**config.mk**
```make
export PLATFORM = sky130hd
export DESIGN_NAME = draw_map_scroll
export DESIGN_NICKNAME = d
export VERILOG_FILES = /design/src/rtl/draw_map_scroll.sv
export SDC_FILE = /design/constraint.sdc
export NUM_CORES = 1
export LEC_CHECK = 0
export BUFFER_PORTS_ARGS = -buffer_cell sky130_fd_sc_hd__buf_2
export CAP_MARGIN = 20
export CORE_MARGIN = 2
export CORE_UTILIZATION = 57
export CTS_CLUSTER_DIAMETER = 80
export DETAILED_ROUTE_END_ITERATION = 10
export PLACE_DENSITY = 0.92
export SYNTH_ARGS = -nofsm -noshare
export SYNTH_HDL_FRONTEND = slang
export SYNTH_SLANG_ARGS = --single-unit
```
**constraint.sdc**
```tcl
create_clock -name clk -period 5.8 [get_ports clk]
set_input_delay 0.58 -clock clk [delete_from_list [all_inputs] [get_ports clk]]
set_output_delay 0.58 -clock clk [all_outputs]
set_load 0.02 [all_outputs]
```
**src/rtl/draw_map_scroll.sv**
```systemverilog
// Scrolling tile-map renderer: screen x/y -> scaled, scrolled ROM address, 2-cycle pipeline.
// Optional macro DRAW_MAP_WRAP_EN: scrolled coordinates past the map edge wrap (toroidal map).
module draw_map_scroll #(
  parameter int          MAP_W       = 240,
  parameter int          MAP_H       = 240,
  parameter int          NUM_MAPS    = 2,
  parameter int          SCALE_SHIFT = 1,
  parameter int          ADDR_W      = 17,
  parameter logic [11:0] NULL_COLOR  = 12'h000,
  localparam int         SEL_W       = (NUM_MAPS > 1) ? $clog2(NUM_MAPS) : 1
) (
  input  logic              clk,
  input  logic              rst,
  input  logic              frame_start,
  input  logic              pix_valid,
  input  logic [10:0]       x,
  input  logic [10:0]       y,
  input  logic              scroll_we,
  input  logic [9:0]        scroll_x,
  input  logic [9:0]        scroll_y,
  input  logic [SEL_W-1:0]  map_sel,
  output logic [ADDR_W-1:0] rom_addr,
  input  logic [11:0]       rom_data,
  output logic [11:0]       color,
  output logic              color_valid
);

  localparam int CW = 12;
  localparam logic [CW-1:0]     W_C    = CW'(MAP_W);
  localparam logic [CW-1:0]     H_C    = CW'(MAP_H);
  localparam logic [SEL_W:0]    NM_C   = (SEL_W+1)'(NUM_MAPS);
  localparam logic [ADDR_W-1:0] MAP_SZ = ADDR_W'(MAP_W * MAP_H);
  localparam logic [ADDR_W-1:0] ROW_SZ = ADDR_W'(MAP_W);

  logic [9:0]       pend_x_q, pend_x_d, pend_y_q, pend_y_d;
  logic [SEL_W-1:0] pend_map_q, pend_map_d;
  logic [9:0]       off_x_q, off_y_q;
  logic [SEL_W-1:0] map_idx_q;

  logic [CW-1:0]    sx, sy, cx_raw, cy_raw, cx_d, cy_d;
  logic             in_d, wr_ok;

  logic [CW-1:0]    cx_q, cy_q;
  logic [SEL_W-1:0] map_q;
  logic             in_q, vld_q;
  logic [11:0]      color_q;
  logic             color_valid_q;

  // Pending registers; a write with any out-of-range field is dropped as a whole.
  always_comb begin
    wr_ok = scroll_we
          && ({2'b00, scroll_x} < W_C)
          && ({2'b00, scroll_y} < H_C)
          && ({1'b0, map_sel} < NM_C);
    pend_x_d   = pend_x_q;
    pend_y_d   = pend_y_q;
    pend_map_d = pend_map_q;
    if (wr_ok) begin
      pend_x_d   = scroll_x;
      pend_y_d   = scroll_y;
      pend_map_d = map_sel;
    end
  end

  always_comb begin
    sx     = CW'(x >> SCALE_SHIFT);
    sy     = CW'(y >> SCALE_SHIFT);
    cx_raw = sx + {2'b00, off_x_q};
    cy_raw = sy + {2'b00, off_y_q};
    in_d   = (sx < W_C) && (sy < H_C);
`ifdef DRAW_MAP_WRAP_EN
    cx_d   = (cx_raw >= W_C) ? cx_raw - W_C : cx_raw;
    cy_d   = (cy_raw >= H_C) ? cy_raw - H_C : cy_raw;
`else
    cx_d   = cx_raw;
    cy_d   = cy_raw;
    if ((cx_raw >= W_C) || (cy_raw >= H_C)) in_d = 1'b0;
`endif
  end

  // Active registers load from the pending next-state so a same-cycle write is applied.
  always_ff @(posedge clk or posedge rst) begin
    if (rst) begin
      pend_x_q   <= '0;
      pend_y_q   <= '0;
      pend_map_q <= '0;
      off_x_q    <= '0;
      off_y_q    <= '0;
      map_idx_q  <= '0;
    end else begin
      pend_x_q   <= pend_x_d;
      pend_y_q   <= pend_y_d;
      pend_map_q <= pend_map_d;
      if (frame_start) begin
        off_x_q   <= pend_x_d;
        off_y_q   <= pend_y_d;
        map_idx_q <= pend_map_d;
      end
    end
  end

  always_ff @(posedge clk or posedge rst) begin
    if (rst) begin
      vld_q <= 1'b0;
      in_q  <= 1'b0;
      cx_q  <= '0;
      cy_q  <= '0;
      map_q <= '0;
    end else begin
      vld_q <= pix_valid;
      if (pix_valid) begin
        in_q  <= in_d;
        cx_q  <= cx_d;
        cy_q  <= cy_d;
        map_q <= map_idx_q;
      end
    end
  end

  assign rom_addr = ADDR_W'(map_q) * MAP_SZ + ADDR_W'(cy_q) * ROW_SZ + ADDR_W'(cx_q);

  always_ff @(posedge clk or posedge rst) begin
    if (rst) begin
      color_q       <= NULL_COLOR;
      color_valid_q <= 1'b0;
    end else begin
      color_valid_q <= vld_q;
      if (vld_q) color_q <= in_q ? rom_data : NULL_COLOR;
    end
  end

  assign color       = color_q;
  assign color_valid = color_valid_q;

endmodule

```
==> results_dict.tcl, run 1 <==
set metrics [dict create \
    grt_remaining_overflow 0 \
    hold_viol 0 \
    path_clk_slew_ns 0.09 \
    fin_skew_ns 0.0133 \
    yosysTopAreaCell "dfrtp_1" \
    start_util_pct 58.2 \
    io_pins 90 \
    finalMaxSlewViolations 0 \
    multi_input_area_mm2 0.00305 \
    hpwl_um 8540 \
    core_mm2 0.00915 \
    final-seq-area_mm2 0.00200 \
    max_freq_mhz 181 \
    ys_seq_area_share_pct 37.6 \
    cp.required_ns 5.22 \
    hold_buffers 0 \
    maxSlewHeadroom_pct 36.5 \
    drtPass1Iterations 4 \
    ys_top_cells_by_area "dfrtp_1 (38%), ha_1 (12%), mux2_2 (8.9%)" \
    syn_area_per_cell_um2 10.5 \
    place_area_mm2 0.00584 \
    cts_max_level 3 \
    grt_max_degree 81 \
    synth_warnings 0 \
    clock_latency_ns 0.35 \
    post_synth_inst_count 506 \
    period_needed_ns 5.52 \
    drc_errors 0 \
    vias 3904 \
    wl_um 11000 \
    diodes 0 \
    final_area_mm2 0.00613 \
    hold_path.class "in -> reg" \
    cts_sinks 80 \
    synth-seq-cells 80 \
    grt_pass1_vias 3981 \
    drt_iter0_drc 181 \
    worstPathMaxFanout 6 \
    port-buffer-count 87 \
    cp-end-kind "output pin" \
    syn_nets 640 \
    grt_pass1_wl_um 18400 \
    post_drt_wl_per_cell_um 15.6 \
    worstPathArrival_ns 4.94 \
    post_cts.repair.setup_buffers 0 \
    status "finished, final reports clean" \
    worst_pin_slew_ns 0.953 \
    die_area_mm2 0.0101 \
    antenna_found_initial 0 \
    cts.path.max_buffers 2 \
    fillers 695 \
    synth-async-reset-ratio_pct 100 \
    areaGrowthSynthToFinish_pct 15.0 \
    netlist.area_leader.share_pct 37.6 \
    period_share_pct 95.1 \
    cts_root_buf "clkbuf_8" \
    antenna_left 0 \
    vias_per_cell 5.54 \
    crit_path_start_kind "flip-flop" \
    routabilityCongestion 0.826 \
    critPathKind "reg -> out" \
    synth_enable_flop_cells 0 \
    track_usage_pct 22.9 \
    synth_area_mm2 0.00533 \
    die_h_um 101 \
    yosysUniqueCellTypes 52 \
    layout.nets 723 \
    synth-main-ff-cell "dfrtp_1" \
    maxCapViolations 0 \
    cts_tree "built" \
    cts_made_buffers 9 \
    drive_gt1_share_pct 27.3 \
    fp-row-count 35 \
    setup_violations 0 \
    die_x_um 101 \
]
-- worst paths after layout --
path / from / endpoint / slack, ns / cells past startpoint
max in group asynchronous: rst / cy_q[0]$_DFFE_PP0P_ / 4.62 / 3
worst max register to register: off_y_q[0]$_DFFE_PP0P_ / in_q$_DFFE_PP0P_ / 3.36 / 10
worst min register to register: pend_y_q[8]$_DFF_PP0_ / pend_y_q[8]$_DFF_PP0_ / 0.49 / 1
worst max-delay path: cy_q[0]$_DFFE_PP0P_ / rom_addr[16] / 0.28 / 20
worst min-delay path: rom_data[9] / color[9]$_DFFE_PP0P_ / 0.45 / 3
min in group asynchronous: rst / cx_q[1]$_DFFE_PP0P_ / 0.52 / 3
-- state kept, by name, indices dropped and copies added, names as in the netlist --
register,cells
map_idx_q,1
pend_map_q,1
off_y_q,10
color,12
color_valid,1
in_q,1
pend_y_q,10
map_q,1
vld_q,1
pend_x_q,10
off_x_q,10
cx_q,11
cy_q,11
-- metal layers --
| metal | part of all wire, % | GRT usage (%) | wire (um) | up-vias |
|---|---|---|---|---|
| li1 | - | - | - | 1900 |
| met1 | 43 | 29.0 | 4730 | 1894 |
| met2 | 52 | 40.2 | 5700 | 89 |
| met3 | 3.4 | 4.16 | 370 | 21 |
| met4 | 1.6 | 6.85 | 176 | 0 |
| met5 | 0 | 0 | 0 | - |
-- layout by cell type, fill, tap and decap left out, drive strengths merged, types with 6 or more instances in the layout --
cell	netlist	layout
nor2	20	20
fa	23	23
o21ai	31	31
ha	51	51
mux2	42	42
a21o	11	11
xor2	11	11
inv	65	66
buf	5	88
nand2	20	20
nand3	19	19
dfrtp	80	80
nor3	6	6
a21oi	22	22
clkbuf	11	10
xnor2	20	20
-- timing repair --
item	in CTS	in global routing
setup endpoints to repair	1	1
pin swaps	0	1
resized for setup	1	9
-- cells in the mapped netlist (2+ instances only) --
master,count
a2111o_1,2
a21o_1,11
a21oi_1,21
a31oi_1,3
and2_1,5
buf_4,4
clkbuf_1,11
dfrtp_1,80
fa_1,23
ha_1,51
inv_1,65
mux2_2,42
mux2i_1,2
nand2_1,20
nand2b_1,4
nand3_1,19
nand3b_1,2
nand4_1,4
nand4b_1,3
nor2_1,20
nor2b_1,4
nor3_1,6
nor3b_1,2
nor4_1,4
o2111ai_1,3
o211a_1,2
o21a_1,4
o21ai_0,31
o21bai_1,4
o31ai_1,2
or3_1,2
xnor2_1,20
xor2_1,11
-- worst max-delay path: stages (launching register included) --
cell       delay [ns]
dfrtp_2          0.44
fa_1             0.57
inv_1            0.06
fa_1             0.52
inv_1            0.06
ha_1             0.26
a21o_1           0.17
a21oi_2          0.16
o21bai_1         0.09
a21oi_2          0.21
o21ai_2          0.11
mux2i_1          0.15
o2111ai_1        0.12
ha_1             0.23
xor2_2           0.16
xnor2_2          0.18
and3_1           0.21
a2111oi_2        0.34
o211a_1          0.22
xor2_1           0.14
buf_2            0.18
-- cell type report --
class	instances	share of cell area [%]
timing repair buffer	88	7.23
clock buffer	10	2.25
sequential	80	32.7
inverter	65	3.98
clock inverter	6	1.86
tap	111	2.27
multi-input combinational	345	49.7
-- logic make-up after synthesis --
group | share of synthesized area [%]
compound gates | 11.7
xor+xnor | 5.10
fa+ha+maj | 20.6
buf+inv | 5.99
flops | 37.6
mux | 9.25
simple gates | 9.79
-- stage by stage --
stage / TNS (ns) / util [%] / cells / hold WS [ns] / setup WS, ns
finish: 0 / 66.9 / 705 / 0.451 / 0.284
floorplan: 0 / - / 506 / 0.444 / 0.737
CTS: 0 / 66.5 / 705 / 0.439 / 0.0212
global route: -0.0150 / 66.9 / 705 / 0.453 / -0.0150
global placement: 0 / 63.8 / 689 / 0.459 / 0.584
detailed placement: 0 / 63.8 / 689 / 0.469 / 0.412
Power of run 1 is left out: the tool's default activity adds up to more than one toggle a clock period on the data nets, which glitch-free logic cannot reach.
==> inputs of run 2 (changes only) <==
--- a/config.mk
+++ b/config.mk
@@ -8,10 +8,10 @@
 export BUFFER_PORTS_ARGS = -buffer_cell sky130_fd_sc_hd__buf_2
 export CAP_MARGIN = 20
 export CORE_MARGIN = 2
-export CORE_UTILIZATION = 57
+export CORE_UTILIZATION = 52
 export CTS_CLUSTER_DIAMETER = 80
 export DETAILED_ROUTE_END_ITERATION = 10
-export PLACE_DENSITY = 0.92
+export PLACE_DENSITY = 0.89
 export SYNTH_ARGS = -nofsm -noshare
 export SYNTH_HDL_FRONTEND = slang
 export SYNTH_SLANG_ARGS = --single-unit
==> constraint.sdc (replaced) <==
create_clock -name clk -period 5 [get_ports clk]
set_input_delay 0.5 -clock clk [delete_from_list [all_inputs] [get_ports clk]]
set_output_delay 0.5 -clock clk [all_outputs]
set_load 0.02 [all_outputs]
==> results_dict.tcl, run 2 (synthesis gave the netlist of run 1 again) <==
set metrics [dict create \
    hpwl_um 8650 \
    worstPathMaxFanout 4 \
    diodes 0 \
    final-seq-area_mm2 0.00200 \
    layout_commonest_cell "buf_2" \
    hp-start "rom_data[4]" \
    fp-row-count 36 \
    worstPathArrival_ns 4.73 \
    antenna_left 0 \
    layout.nets 738 \
    hold_viol 0 \
    layout_setup_ws_ns -0.230 \
    grt_setup_unrepaired "true" \
    multi_input_area_mm2 0.00317 \
    grt_pass1_wl_um 19100 \
    vias_per_cell 5.38 \
    cp.required_ns 4.50 \
    max_freq_mhz 191 \
    grt_max_degree 81 \
    cts_made_buffers 9 \
    drt_iter0_drc 160 \
    period_share_pct 105 \
    cp-end-kind "output pin" \
    cts_root_buf "clkbuf_8" \
    grt_remaining_overflow 0 \
    start_util_pct 54.0 \
    setup_violations 1 \
    largest_reg_flops 12 \
    vias 3994 \
    path_clk_slew_ns 0.10 \
    core_mm2 0.00986 \
    drc_errors 0 \
    maxSlewHeadroom_pct 35.8 \
    post_drt_wl_per_cell_um 15.2 \
    track_usage_pct 21.2 \
    reg2reg_slack_ns 2.62 \
    maxCapViolations 0 \
    hold_end "color[4]$_DFFE_PP0P_" \
    r2r_start "off_y_q[2]$_DFFE_PP0P_" \
    mostFrequentLayoutCells "buf_2 (85), dfrtp_1 (80), inv_1 (57), ha_1 (46), mux2_2 (42)" \
    critPathKind "reg -> out" \
    die_h_um 105 \
    drive_gt1_share_pct 33.0 \
    hold_path.class "in -> reg" \
    cts_tree "built" \
    worst_pin_slew_ns 0.963 \
    io_pins 90 \
    wl_um 11300 \
    status "complete, but fails checks" \
    die_x_um 105 \
    cts.path.max_buffers 2 \
    cts_max_level 3 \
    crit_path_start_kind "flip-flop" \
    place_ws_ns -0.202 \
    r2r_cells 8 \
    period_needed_ns 5.23 \
    port-buffer-count 87 \
    die_area_mm2 0.0111 \
    finalMaxSlewViolations 0 \
    fillers 748 \
    drtPass1Iterations 4 \
    hold_depth 3 \
    areaGrowthSynthToFinish_pct 19.3 \
    routabilityCongestion 0.811 \
    grt_pass1_vias 4209 \
    violations "setup timing" \
    fin_skew_ns 0.0126 \
    cts_sinks 80 \
    rr_endpoint "in_q$_DFFE_PP0P_" \
    antenna_found_initial 0 \
    clock_latency_ns 0.36 \
]
[run 2: cell types whose count changed in the layout (fill, tap and decap cells not counted), sizes merged]
cell | previous run | this run
clkinvlp | 2 | 0
buf | 88 | 103
clkbuf | 10 | 9
bufinv | 3 | 1
inv | 66 | 70
clkinv | 0 | 1
[run 2: how the worst max path moves through the flow]
stage,start,slack (ns),cells past startpoint,to
6_report,cy_q[0]$_DFFE_PP0P_,-0.23,20,rom_addr[16]
5_1_grt,cy_q[0]$_DFFE_PP0P_,-0.46,21,rom_addr[16]
4_1_cts,cy_q[0]$_DFFE_PP0P_,-0.22,20,rom_addr[16]
3_5_place_dp,cy_q[0]$_DFFE_PP0P_,-0.20,20,rom_addr[16]
3_3_place_gp,cy_q[0]$_DFFE_PP0P_,0.04,20,rom_addr[16]
2_1_floorplan,cy_q[0]$_DFFE_PP0P_,0.02,19,rom_addr[16]
[run 2: cell type report]
cell class,instances,share of cell area [%]
repair buffers,103,8.88
flip-flops and latches,80,31.5
clock inverters,7,1.34
clock buffers,9,1.95
inverters,65,3.88
well taps,133,2.62
multi-input cells,345,49.8
[run 2: metal layers]
layer	vias up	wire (um)	GRT usage, %	share of wire (%)
met5	-	0	0	0
met4	0	332	8.76	2.9
met3	27	356	2.97	3.1
met2	97	5890	38.4	52
met1	1938	4730	25.2	42
li1	1932	-	-	-
[run 2: repair_timing]
item	in CTS	in global routing
hold buffers	0	0
buffers inserted	4	4
endpoints found under the setup margin	4	5
gates resized for setup	21	19
pin swaps	8	21
[run 2: worst max-delay path: stages (launching register included)]
cell and delay [ns]:
dfrtp_1 0.42, fa_1 0.58, inv_1 0.06, fa_1 0.50
inv_1 0.05, ha_1 0.27, a21o_1 0.18, a21oi_2 0.16
o21bai_1 0.09, a21oi_2 0.17, o21ai_2 0.08, mux2i_1 0.16
o2111ai_1 0.13, ha_2 0.22, xor2_2 0.16, xnor2_2 0.15
and3_4 0.17, a2111oi_4 0.32, o211a_1 0.21, xor2_1 0.16
buf_4 0.16
[run 2: stage by stage]
stage	setup TNS, ns	std cells	area [um2]	util (%)	hold slack (ns)
floorplan	0	506	5330	-	0.444
CTS	-0.220	739	6230	63.2	0.362
global route	-0.740	742	6350	64.4	0.385
global placement	0	719	5920	60.0	0.460
finish	-0.230	742	6350	64.4	0.367
detailed placement	-0.202	719	5920	60.0	0.467
Power of run 2 is left out for the same reason.
==> inputs of run 3 (changes only) <==
--- a/config.mk
+++ b/config.mk
@@ -7,11 +7,10 @@
 export LEC_CHECK = 0
 export BUFFER_PORTS_ARGS = -buffer_cell sky130_fd_sc_hd__buf_2
 export CAP_MARGIN = 20
-export CORE_MARGIN = 2
 export CORE_UTILIZATION = 52
 export CTS_CLUSTER_DIAMETER = 80
 export DETAILED_ROUTE_END_ITERATION = 10
-export PLACE_DENSITY = 0.89
+export PLACE_DENSITY_LB_ADDON = 0.05
 export SYNTH_ARGS = -nofsm -noshare
 export SYNTH_HDL_FRONTEND = slang
 export SYNTH_SLANG_ARGS = --single-unit
==> results_dict.tcl, run 3 (synthesis gave the netlist of run 1 again) <==
set metrics [dict create \
    status "complete, but fails checks" \
    violations "setup timing" \
    antenna_found_initial 0 \
    final_area_mm2 0.00647 \
    post_drt_wl_per_cell_um 14.0 \
    place_area_mm2 0.00594 \
    worstPathArrival_ns 4.67 \
    die_h_um 103 \
    cts_made_buffers 9 \
    crit_path_start_kind "flip-flop" \
    hold_viol 0 \
    setup_violations 1 \
    io_pins 90 \
    track_usage_pct 21.0 \
    worstPathMaxFanout 4 \
    cp.required_ns 4.50 \
    drive_gt1_share_pct 34.2 \
    wl_um 10500 \
    core_mm2 0.00986 \
    layout.nets 748 \
    grt_pass1_vias 3759 \
    drc_errors 0 \
    maxSlewHeadroom_pct 44.4 \
    clock_latency_ns 0.36 \
    cts_sinks 80 \
    antenna_left 0 \
    fillers 824 \
    maxCapViolations 0 \
    wl_met3_um 250 \
    cp-end-kind "output pin" \
    top_layer "met4" \
    drtPass1Iterations 4 \
    grt_setup_unrepaired "true" \
    drt-met1-wl_um 4920 \
    cts_tree "built" \
    grt_remaining_overflow 0 \
    finalMaxSlewViolations 0 \
    period_needed_ns 5.17 \
    hold_path.class "in -> async" \
    largest_reg_flops 12 \
    hpwl_um 8060 \
    cts_root_buf "clkbuf_8" \
    layout_commonest_cell "buf_2" \
    critPathKind "reg -> out" \
    port-buffer-count 87 \
    path_clk_slew_ns 0.10 \
    start_util_pct 54.0 \
    fp-row-count 36 \
    grt_max_degree 81 \
    diodes 0 \
    grt_pass1_wl_um 16900 \
    vias_per_cell 5.14 \
    vias 3862 \
    die_x_um 103 \
    mostFrequentLayoutCells "buf_2 (82), dfrtp_1 (80), inv_1 (61), ha_1 (45), mux2_2 (42)" \
    cts.path.max_buffers 2 \
    period_share_pct 103 \
    dr_wl_met2_um 5180 \
    hold_buffers 0 \
    cts_max_level 3 \
    die_area_mm2 0.0107 \
    drt_iter0_drc 79 \
    fin_skew_ns 0.0106 \
    max_freq_mhz 193 \
    routabilityCongestion 0.774 \
    layout_setup_ws_ns -0.175 \
    worst_pin_slew_ns 0.834 \
    areaGrowthSynthToFinish_pct 21.4 \
    final_util_pct 65.6 \
]
==> run 3: cell count changes in the layout (fill, tap and decap cells not counted), moves of 3 or more <==
cell	change
buf_4	+12
xnor2_1	-3
inv_1	+4
xnor2_2	+3
buf_2	-3
inv_2	-4
==> run 3: final timing paths <==
check,start,to,slack (ns),cells past startpoint
max reg2reg,off_y_q[0]$_DFFE_PP0P_,in_q$_DFFE_PP0P_,2.50,10
max in group asynchronous,rst,off_y_q[9]$_DFFE_PP0P_,4.18,4
max,cy_q[1]$_DFFE_PP0P_,rom_addr[16],-0.17,20
min in group clk,rom_data[2],color[2]$_DFFE_PP0P_,0.36,3
min reg2reg,pend_x_q[9]$_DFF_PP0_,pend_x_q[9]$_DFF_PP0_,0.48,1
min,rst,color[0]$_DFFE_PP0P_,0.22,3
==> run 3: repair_timing <==
item / CTS / global route
setup endpoints to repair: 4 / 5
buffers inserted: 10 / 6
hold endpoints to repair: 0 / 0
pin swaps: 12 / 22
gates resized for setup: 16 / 28
==> run 3: metrics by stage <==
stage	hold slack (ns)	cells	setup WS, ns	TNS, ns
after CTS	0.335	747	-0.254	-0.493
after global routing	0.230	752	-0.395	-0.680
after detailed placement	0.467	721	-0.0612	-0.0612
final	0.220	752	-0.175	-0.175
after floorplan	0.444	506	0.0172	0
after global placement	0.460	721	0.0349	0
==> run 3: layout make-up <==
class	count	area [um2]	area share, %
Multi-Input combinational cell	345	3210	49.6
Sequential cell	80	2000	31.0
Timing Repair Buffer	113	659	10.2
Inverter	65	245	3.79
Tap cell	133	166	2.57
Clock buffer	9	124	1.92
Clock inverter	7	62.6	0.967
==> run 3: per-layer routing <==
metal  vias up  track usage (%)
met5         -                0
met4         0             6.83
met3        11             4.03
met2        60             36.0
met1      1835             26.9
li1       1956                -
==> run 3: critical path, cell delays in order (launching register included) <==
cell and delay [ns]:
dfrtp_1 0.43, fa_1 0.53, inv_1 0.06, fa_1 0.50, inv_1 0.04, ha_1 0.26, a21o_1 0.17, a21oi_2 0.13
o21bai_1 0.09, a21oi_2 0.18, o21ai_2 0.08, mux2i_1 0.17, o2111ai_1 0.14, ha_2 0.21, xor2_2 0.16, xnor2_2 0.16
buf_4 0.16, a2111oi_4 0.33, o211a_1 0.21, xor2_1 0.15, buf_4 0.16
Power of run 3 is left out for the same reason.
